## src/rtl/edge_event_arbiter.sv

```systemverilog
// rtl/edge_event_arbiter.sv - per-channel edge detector with one-deep event slots and a round-robin output stage
module edge_event_arbiter #(
    parameter int NUM_CH = 4,
    parameter int CH_W   = (NUM_CH <= 2) ? 1 : $clog2(NUM_CH)
) (
    input  logic              clk,
    input  logic              reset,
    input  logic [NUM_CH-1:0] a_i,
    input  logic [NUM_CH-1:0] rise_en_i,
    input  logic [NUM_CH-1:0] fall_en_i,
    input  logic [NUM_CH-1:0] ovf_clr_i,
    output logic              evt_valid_o,
    input  logic              evt_ready_i,
    output logic [CH_W-1:0]   evt_ch_o,
    output logic              evt_rise_o,
    output logic [NUM_CH-1:0] overflow_o
);

    logic [NUM_CH-1:0] r_prev;
    logic [NUM_CH-1:0] r_pend_v;
    logic [NUM_CH-1:0] r_pend_rise;
    logic [NUM_CH-1:0] r_ovf;
    logic              r_out_v;
    logic              r_out_rise;
    logic [CH_W-1:0]   r_out_ch;
    logic [CH_W-1:0]   r_rr_ptr;

    logic [NUM_CH-1:0] w_rise;
    logic [NUM_CH-1:0] w_fall;
    logic [NUM_CH-1:0] w_qual;
    logic [NUM_CH-1:0] w_grant;
    logic [NUM_CH-1:0] w_drop;
    logic [NUM_CH-1:0] w_slot_ld;
    logic              w_load;
    logic              w_found;
    logic [CH_W-1:0]   w_win;
    logic [CH_W-1:0]   w_cand;
    int                w_sum;

    assign w_rise    = a_i & ~r_prev & rise_en_i;
    assign w_fall    = ~a_i & r_prev & fall_en_i;
    assign w_qual    = w_rise | w_fall;
    assign w_load    = ~r_out_v | evt_ready_i;

    // Search starts one past the last winner and wraps, so the last winner has lowest priority.
    always_comb begin
        w_found = 1'b0;
        w_win   = '0;
        w_sum   = 0;
        w_cand  = '0;
        for (int k = 1; k <= NUM_CH; k++) begin
            w_sum = int'(r_rr_ptr) + k;
            if (w_sum >= NUM_CH) begin
                w_sum = w_sum - NUM_CH;
            end
            w_cand = CH_W'(w_sum);
            if (!w_found && r_pend_v[w_cand]) begin
                w_found = 1'b1;
                w_win   = w_cand;
            end
        end
    end

    for (genvar n = 0; n < NUM_CH; n++) begin : g_grant
        assign w_grant[n] = w_load & w_found & (w_win == CH_W'(n));
    end

    // A slot being granted this cycle is free to take a new edge without overflow.
    assign w_drop    = w_qual & r_pend_v & ~w_grant;
    assign w_slot_ld = w_qual & ~w_drop;

    always_ff @(posedge clk) begin
        if (reset) begin
            r_prev      <= '0;
            r_pend_v    <= '0;
            r_pend_rise <= '0;
            r_ovf       <= '0;
            r_out_v     <= 1'b0;
            r_out_rise  <= 1'b0;
            r_out_ch    <= '0;
            r_rr_ptr    <= CH_W'(NUM_CH - 1);
        end else begin
            r_prev      <= a_i;
            r_pend_v    <= (r_pend_v & ~w_grant) | w_slot_ld;
            r_pend_rise <= (r_pend_rise & ~w_slot_ld) | (w_rise & w_slot_ld);
            r_ovf       <= w_drop | (r_ovf & ~ovf_clr_i);
            if (w_load) begin
                r_out_v <= w_found;
                if (w_found) begin
                    r_out_ch   <= w_win;
                    r_out_rise <= r_pend_rise[w_win];
                    r_rr_ptr   <= w_win;
                end
            end
        end
    end

    assign evt_valid_o = r_out_v;
    assign evt_ch_o    = r_out_ch;
    assign evt_rise_o  = r_out_rise;
    assign overflow_o  = r_ovf;

endmodule

```

## config.mk

```make
export PLATFORM = sky130hd
export DESIGN_NAME = edge_event_arbiter
export DESIGN_NICKNAME = d
export VERILOG_FILES = /design/src/rtl/edge_event_arbiter.sv
export SDC_FILE = /design/constraint.sdc
export NUM_CORES = 1
export LEC_CHECK = 0
export CAP_MARGIN = 10
export CORE_MARGIN = 3
export CORE_UTILIZATION = 54
export CTS_BUF_LIST = sky130_fd_sc_hd__clkbuf_8
export DETAILED_ROUTE_END_ITERATION = 8
export PLACE_DENSITY_LB_ADDON = 0.05
export SLEW_MARGIN = 10
export SYNTH_ARGS = -nofsm -noshare
export SYNTH_HDL_FRONTEND = slang
export SYNTH_SLANG_ARGS = --single-unit
```

## constraint.sdc

```tcl
create_clock -name clk -period 3.5 [get_ports clk]
set_input_delay 0.7 -clock clk [delete_from_list [all_inputs] [get_ports clk]]
set_output_delay 0.7 -clock clk [all_outputs]
set_load 0.005 [all_outputs]
```

# Word-level counts from Yosys, hierarchy flattened
# Index checks and enable logic that the tools add are counted.
dict set report totals {
  register_bits 22
  input_bits 19
  out_inout_bits 8
  wordCells 86
}
dict set report classes {
  n_addsub 8
  n_lt_le_gt_ge 9
  n_eq_ne 3
  n_mux 22
  n_bitwise 28
  reduce_logical 8
}
# operator n
set ops {}
lappend ops {{bitwise AND 4 bit} 11}
lappend ops {{inverter 4 bit} 6}
lappend ops {{2-to-1 mux 2 bit} 8}
lappend ops {{OR 4 bit} 4}
lappend ops {{less-than comparator 2 x 3 -> 1 bit (second input constant)} 5}
lappend ops {{binary-select mux 1 bit (select 2 bit)} 5}
lappend ops {{>= comparator 3 bit (second input constant)} 3}
lappend ops {{2-to-1 mux 1 bit} 9}
lappend ops {{subtractor 2 x 1 -> 2 bit (second input constant)} 4}
lappend ops {{adder 2 x 2 -> 3 bit (second input constant)} 2}
lappend ops {{bitwise AND 1 bit} 5}
lappend ops {{adder 2 x 3 -> 4 bit (second input constant)} 1}
lappend ops {{== test 2 bit (second input constant)} 2}
lappend ops {{>= comparator 4 x 3 -> 1 bit (second input constant)} 1}
lappend ops {{adder 2 x 1 -> 3 bit (second input constant)} 1}
lappend ops {{logical AND 1 bit} 3}
lappend ops {{zero test 1 bit} 3}
lappend ops {{== test 2 x 1 -> 1 bit (second input constant)} 1}
lappend ops {{zero test 2 bit} 1}
lappend ops {{AND reduction 2 bit} 1}
lappend ops {{inverter 1 bit} 1}
lappend ops {{OR 1 bit} 1}

# Depth between registers and ports, before layout
# Gate-level depths: netlist (run 1).
dict set report logic_depth {
  word_depth 24
  ltp_mapped 6
  depth_no_buf 5
}

# Worst setup path before layout (run 1)
# OpenSTA, ideal clock, no wires.
dict set report synth_timing {
  kind {input to register}
  start {input port evt_ready_i}
  end {register (tool-made name)}
  setup_ps 70
  t_arrival_ps 1769
  t_required_ps 3430
  slack_ps 1661
  stages 5
  n_path_buf 0
  path_cell_list {nand2b_1 -> o31ai_4 -> o31a_1 -> or3_1 -> a21oi_1}
}
# element line
set synth_lines {}
lappend synth_lines {{from (decl)} 13} ;# input logic evt_ready_i,

==> impl_metrics.yaml, run 1 <==
global_routing:
  grt_max_degree: 27
  antenna_found_initial: 0
  grt_usage_pct: 21.74
  grt_pass1_wl_mm: 4.271
  grt.overflow.total: 0
  grt_pass1_vias: 1013
clock_tree:
  cts_buffers: 3
  cts_resized: 0
  h-tree-depth: 1
  root_buffer: "clkbuf_8"
  insertion_delay_ps: 260
  cts_buffer_depth: 2
  cts.sinks: 22
  post_cts_buffers: 0
  path_clk_slew_ps: 70
  cts_tree: "yes"
  cts_hold_buf: 0
setup_path:
  cp-startpoint: "evt_ready_i"
  worst_r2r_path_depth: 5
  crit_type: "in -> reg"
  reg2reg_slack_ps: 1640
  endpoint_kind: "flop"
  required_ps: 3680
  start_kind: "input port"
  crit_arrival_ps: 2340
  r2r_start: "r_pend_v[0]"
  cp_max_fo: 10
  critPathMaxStageDelay_ps: 440
  slowest_stage: "clkdlybuf4s50_1"
  crit_path_cell_trace: "clkdlybuf4s50_1 > nand2b_1 > o31ai_4 > o31a_1 > or3_1 > a21oi_1"
yosys:
  synth_area_leaders: "dfxtp_1 (39%), a21oi_1 (6.7%), nand2_1 (5.0%)"
  syn-num-nets: 149
  synth_top_cell_by_area: "dfxtp_1"
  synth_cells: 130
  ys_ff_latch: 22
  yosysWarningCount: 0
  seq_area_frac_synth_pct: 39.46
  synth_area_um2: 1116
  synth.distinct_cells: 37
  avgSynthCellArea_um2: 8.585
  synth_top_area_share_pct: 39.46
place:
  gp_congestion: 0.8563
  dpl.hpwl_mm: 1.842
  portBuffers: 26
  placedCellCount: 176
finish:
  drive_gt1_share_pct: 7.792
  instances_no_fill: 179
  multi_input_area_um2: 601.8
  diodes: 0
  area_growth_pct: 25.56
  nNetsFinal: 175
  fin_util_pct: 76.19
  fillCellCount: 156
  seqCellArea_um2: 440.4
routing:
  drt_iter0_drc: 18
  wire_per_inst_um: 13.81
  drc: 0
  wl_mm: 2.472
  firstDrtPassIters: 4
  ant_nets: 0
  vias: 1010
  vias_per_cell: 5.642
die:
  die_y_um: 51.46
  initial_utilization_pct: 60.68
  die_area_um2: 2648
  ios: 27
  rows: 15
  die_w_um: 51.46
  fp.coreArea_um2: 1839
outcome:
  outcome: "finished, final reports clean"
power:
  powerDensity_nw_per_um2: 434.6
  vdd_ir_drop_max_v: 0.0003007
  p_leak_uw: 0.0005436
sta:
  max_clock_freq_mhz: 463.1
  finClkSkew_ps: 4.029
  hold_viol_final: 0
  worstMarginPinSlew_ps: 865.1
  slew_headroom_pct: 42.15
  drv_slew: 0
  finalCritPeriodShare_pct: 61.69
  min_period_ps: 2159
  finalSetupTns_ps: 0
  rsz0062_at_grt: "false"
  setup_viol: 0
job:
  maxCapViolations: 0
hold_path:
  hold_path_class: "reg -> reg"
==> through the flow <==
stage	setup slack, ps	instance area [µm²]	hold WS [ps]	power [µW]
floorplan	1661	1116	442.0	407.3
global placement	1137	1360	446.1	455.8
detailed placement	1063	1360	453.0	460.7
CTS	1339	1401	463.2	614.4
global route	1240	1401	476.9	642.3
finish	1341	1401	459.4	609.0
==> power by group <==
group          switching, µW  leakage [µW]  total [µW]  internal, µW
sequential              25.3      0.000181         299           273
combinational           77.1      0.000341         157          80.3
clock                   76.1     0.0000216         153          76.7
==> how the worst min path moves through the flow <==
stage | startpoint | endpoint | slack [ps] | cells after the start
6_report | evt_ch_o[1] | evt_ch_o[1] | 460 | 2
5_1_grt | evt_ch_o[1] | evt_ch_o[1] | 480 | 2
3_3_place_gp | overflow_o[1] | overflow_o[1] | 450 | 2
3_5_place_dp | evt_ch_o[1] | evt_ch_o[1] | 450 | 2
4_1_cts | evt_ch_o[1] | evt_ch_o[1] | 460 | 2
2_1_floorplan | flop | flop | 440 | 2
==> Yosys cell counts, drive strengths merged <==
master	instances
and2b	1
o31ai	6
nand2	15
nand2b	6
or4	1
and3b	2
buf	2
a21oi	15
mux2i	4
dfxtp	22
o22ai	1
inv	7
o21a	1
nor4	1
or2	1
o2bb2ai	1
a31oi	4
nor2b	2
o31a	2
clkdlybuf4s50	1
o221ai	1
a21bo	1
or3	1
nand3b	2
o21ai	7
nor3	3
clkbuf	2
or3b	2
nor2	12
a2bb2oi	1
o211ai	2
and2	1
==> placed cells by master, fill, tap and decap left out, types with 3 or more instances in the layout <==
cell type	n
clkdlybuf4s50_1	26
dfxtp_1	22
a21oi_1	15
nand2_1	15
nor2_1	12
inv_1	7
nand2b_1	6
o21ai_0	6
mux2i_1	4
o31ai_1	4
a31oi_1	4
nor3_1	3
clkbuf_8	3
==> area by class of cell <==
type	count	area share, %
flip-flops and latches	22	31.43
inverters	7	1.875
repair buffers	26	18.57
clock buffers	3	2.946
well taps	25	2.232
multi-input cells	96	42.95
==> layer usage <==
layer | GRT usage, % | vias to the layer above | share of wire [%]
met3 | 3.207 | 6 | 3.8
met1 | 24.82 | 467 | 45
met5 | 0 | - | 0
met4 | 13.97 | 0 | 2.2
li1 | - | 511 | -
met2 | 37.29 | 26 | 48
==> worst max-delay path, delay by kind of cell <==
| kind | cells | cell delay, ps |
|---|---|---|
| compound gates | 3 | 600 |
| simple gates | 2 | 580 |
| buf+inv | 1 | 440 |
==> kinds of logic (layout without fill, tap and decap cells) <==
kind of cell | Yosys count | after routing | share of synthesized area, %
AOI/OAI and AO/OA | 42 | 42 | 26.79
DFF | 22 | 22 | 39.46
and+or+nand+nor | 50 | 50 | 23.54
muxes | 4 | 4 | 3.588
buffers and inverters | 12 | 36 | 6.614
Power figures use the tool's default switching activity.
==> run 2: changes to the inputs <==
Settings changed: CORE_UTILIZATION 54 to 45.
Clock period 3.5 ns to 1.95 ns, I/O delays scaled along.
==> impl_metrics.yaml, run 2 (same netlist as run 1, synthesis figures left out) <==
outcome:
  outcome: "finished, final reports clean"
clock_tree:
  cts.sinks: 22
  cts_resized: 0
  root_buffer: "clkbuf_8"
  cts_buffer_depth: 2
  h-tree-depth: 1
  cts_buffers: 3
  post_cts_buffers: 0
  cts_tree: "yes"
  path_clk_slew_ps: 80
  cts_hold_buf: 0
  insertion_delay_ps: 260
place:
  portBuffers: 26
  gp_congestion: 0.9150
  dpl.hpwl_mm: 1.970
die:
  rows: 17
  fp.coreArea_um2: 2276
  die_w_um: 55.80
  die_y_um: 55.80
  initial_utilization_pct: 49.04
  die_area_um2: 3114
  ios: 27
sta:
  max_clock_freq_mhz: 551.8
  setup_viol: 0
  hold_viol_final: 0
  drv_slew: 0
  finalCritPeriodShare_pct: 92.93
  min_period_ps: 1812
  finalSetupTns_ps: 0
  slew_headroom_pct: 64.62
  worstMarginPinSlew_ps: 527.6
  rsz0062_at_grt: "false"
  finClkSkew_ps: 3.336
routing:
  ant_nets: 0
  vias_per_cell: 5.395
  wl_mm: 2.524
  drc: 0
  wire_per_inst_um: 13.28
  firstDrtPassIters: 4
  drt_iter0_drc: 36
  vias: 1025
finish:
  final_cell_mix: "clkdlybuf4s50_1 (26), dfxtp_1 (22), a21oi_1 (15), nand2_1 (15), nor2_1 (12)"
  fillCellCount: 193
  drive_gt1_share_pct: 12.35
  area_growth_pct: 31.28
  final_common_cell: "clkdlybuf4s50_1"
  nNetsFinal: 183
  fin_util_pct: 64.38
  diodes: 0
global_routing:
  grt_usage_pct: 17.30
  grt_max_degree: 12
  grt_pass1_wl_mm: 4.340
  grt.overflow.total: 0
  antenna_found_initial: 0
  grt_pass1_vias: 985
setup_path:
  crit_arrival_ps: 2010
  endpoint_kind: "flop"
  cp_max_fo: 8
  crit_type: "reg -> reg"
  required_ps: 2150
  start_kind: "flop"
power:
  vdd_ir_drop_max_v: 0.0006887
  p_leak_uw: 0.0005820
  powerDensity_nw_per_um2: 772.3
hold_path:
  hold_path_class: "reg -> reg"
job:
  maxCapViolations: 0
[run 2: cell type report]
class | instances | area [µm²] | share of cell area, %
sequential | 22 | 440.4 | 30.06
timing repair buffer | 34 | 320.3 | 21.86
inverter | 7 | 26.28 | 1.793
clock buffer | 3 | 41.29 | 2.818
tap | 28 | 35.03 | 2.391
multi-input combinational | 96 | 601.8 | 41.08
[run 2: final timing paths]
| check | start | end | slack (ps) | cells past startpoint |
|---|---|---|---|---|
| worst min register to register | overflow_o[1] | overflow_o[1] | 460 | 2 |
| worst max-delay path | r_rr_ptr[1] | flop | 140 | 5 |
| worst min-delay path | overflow_o[1] | overflow_o[1] | 460 | 2 |
| worst max register to register | r_rr_ptr[1] | flop | 140 | 5 |
[run 2: stage by stage]
step | hold slack (ps) | cells | setup WS (ps) | power, µW | area (µm²)
after floorplan | 442.0 | 130 | 330.6 | 731.1 | 1116
after global placement | 442.6 | 187 | 37.12 | 850.2 | 1424
after detailed placement | 445.1 | 187 | 6.152 | 858.6 | 1424
after CTS | 462.9 | 190 | 133.9 | 1136 | 1465
after global routing | 487.0 | 190 | 2.570 | 1191 | 1465
final | 463.3 | 190 | 137.9 | 1132 | 1465
[run 2: report_power, final]
group | internal, µW | switching, µW
registers | 491 | 41.8
logic | 168 | 148
clock network | 138 | 144
total | 797 | 334
[run 2: metal layers]
layer / track usage [%] / part of all wire (%) / vias up
met5: 0 / 0 / -
met4: 6.597 / 1.5 / 0
met3: 4.640 / 5.0 / 4
met2: 29.05 / 49 / 24
met1: 20.90 / 44 / 471
li1: - / - / 526
[run 2: worst max-delay path, stage by stage, from the launching register on]
cell     delay, ps
dfxtp_1        470
mux2i_1        330
o22ai_4        150
o31a_1         300
or3_1          350
a21oi_1        140
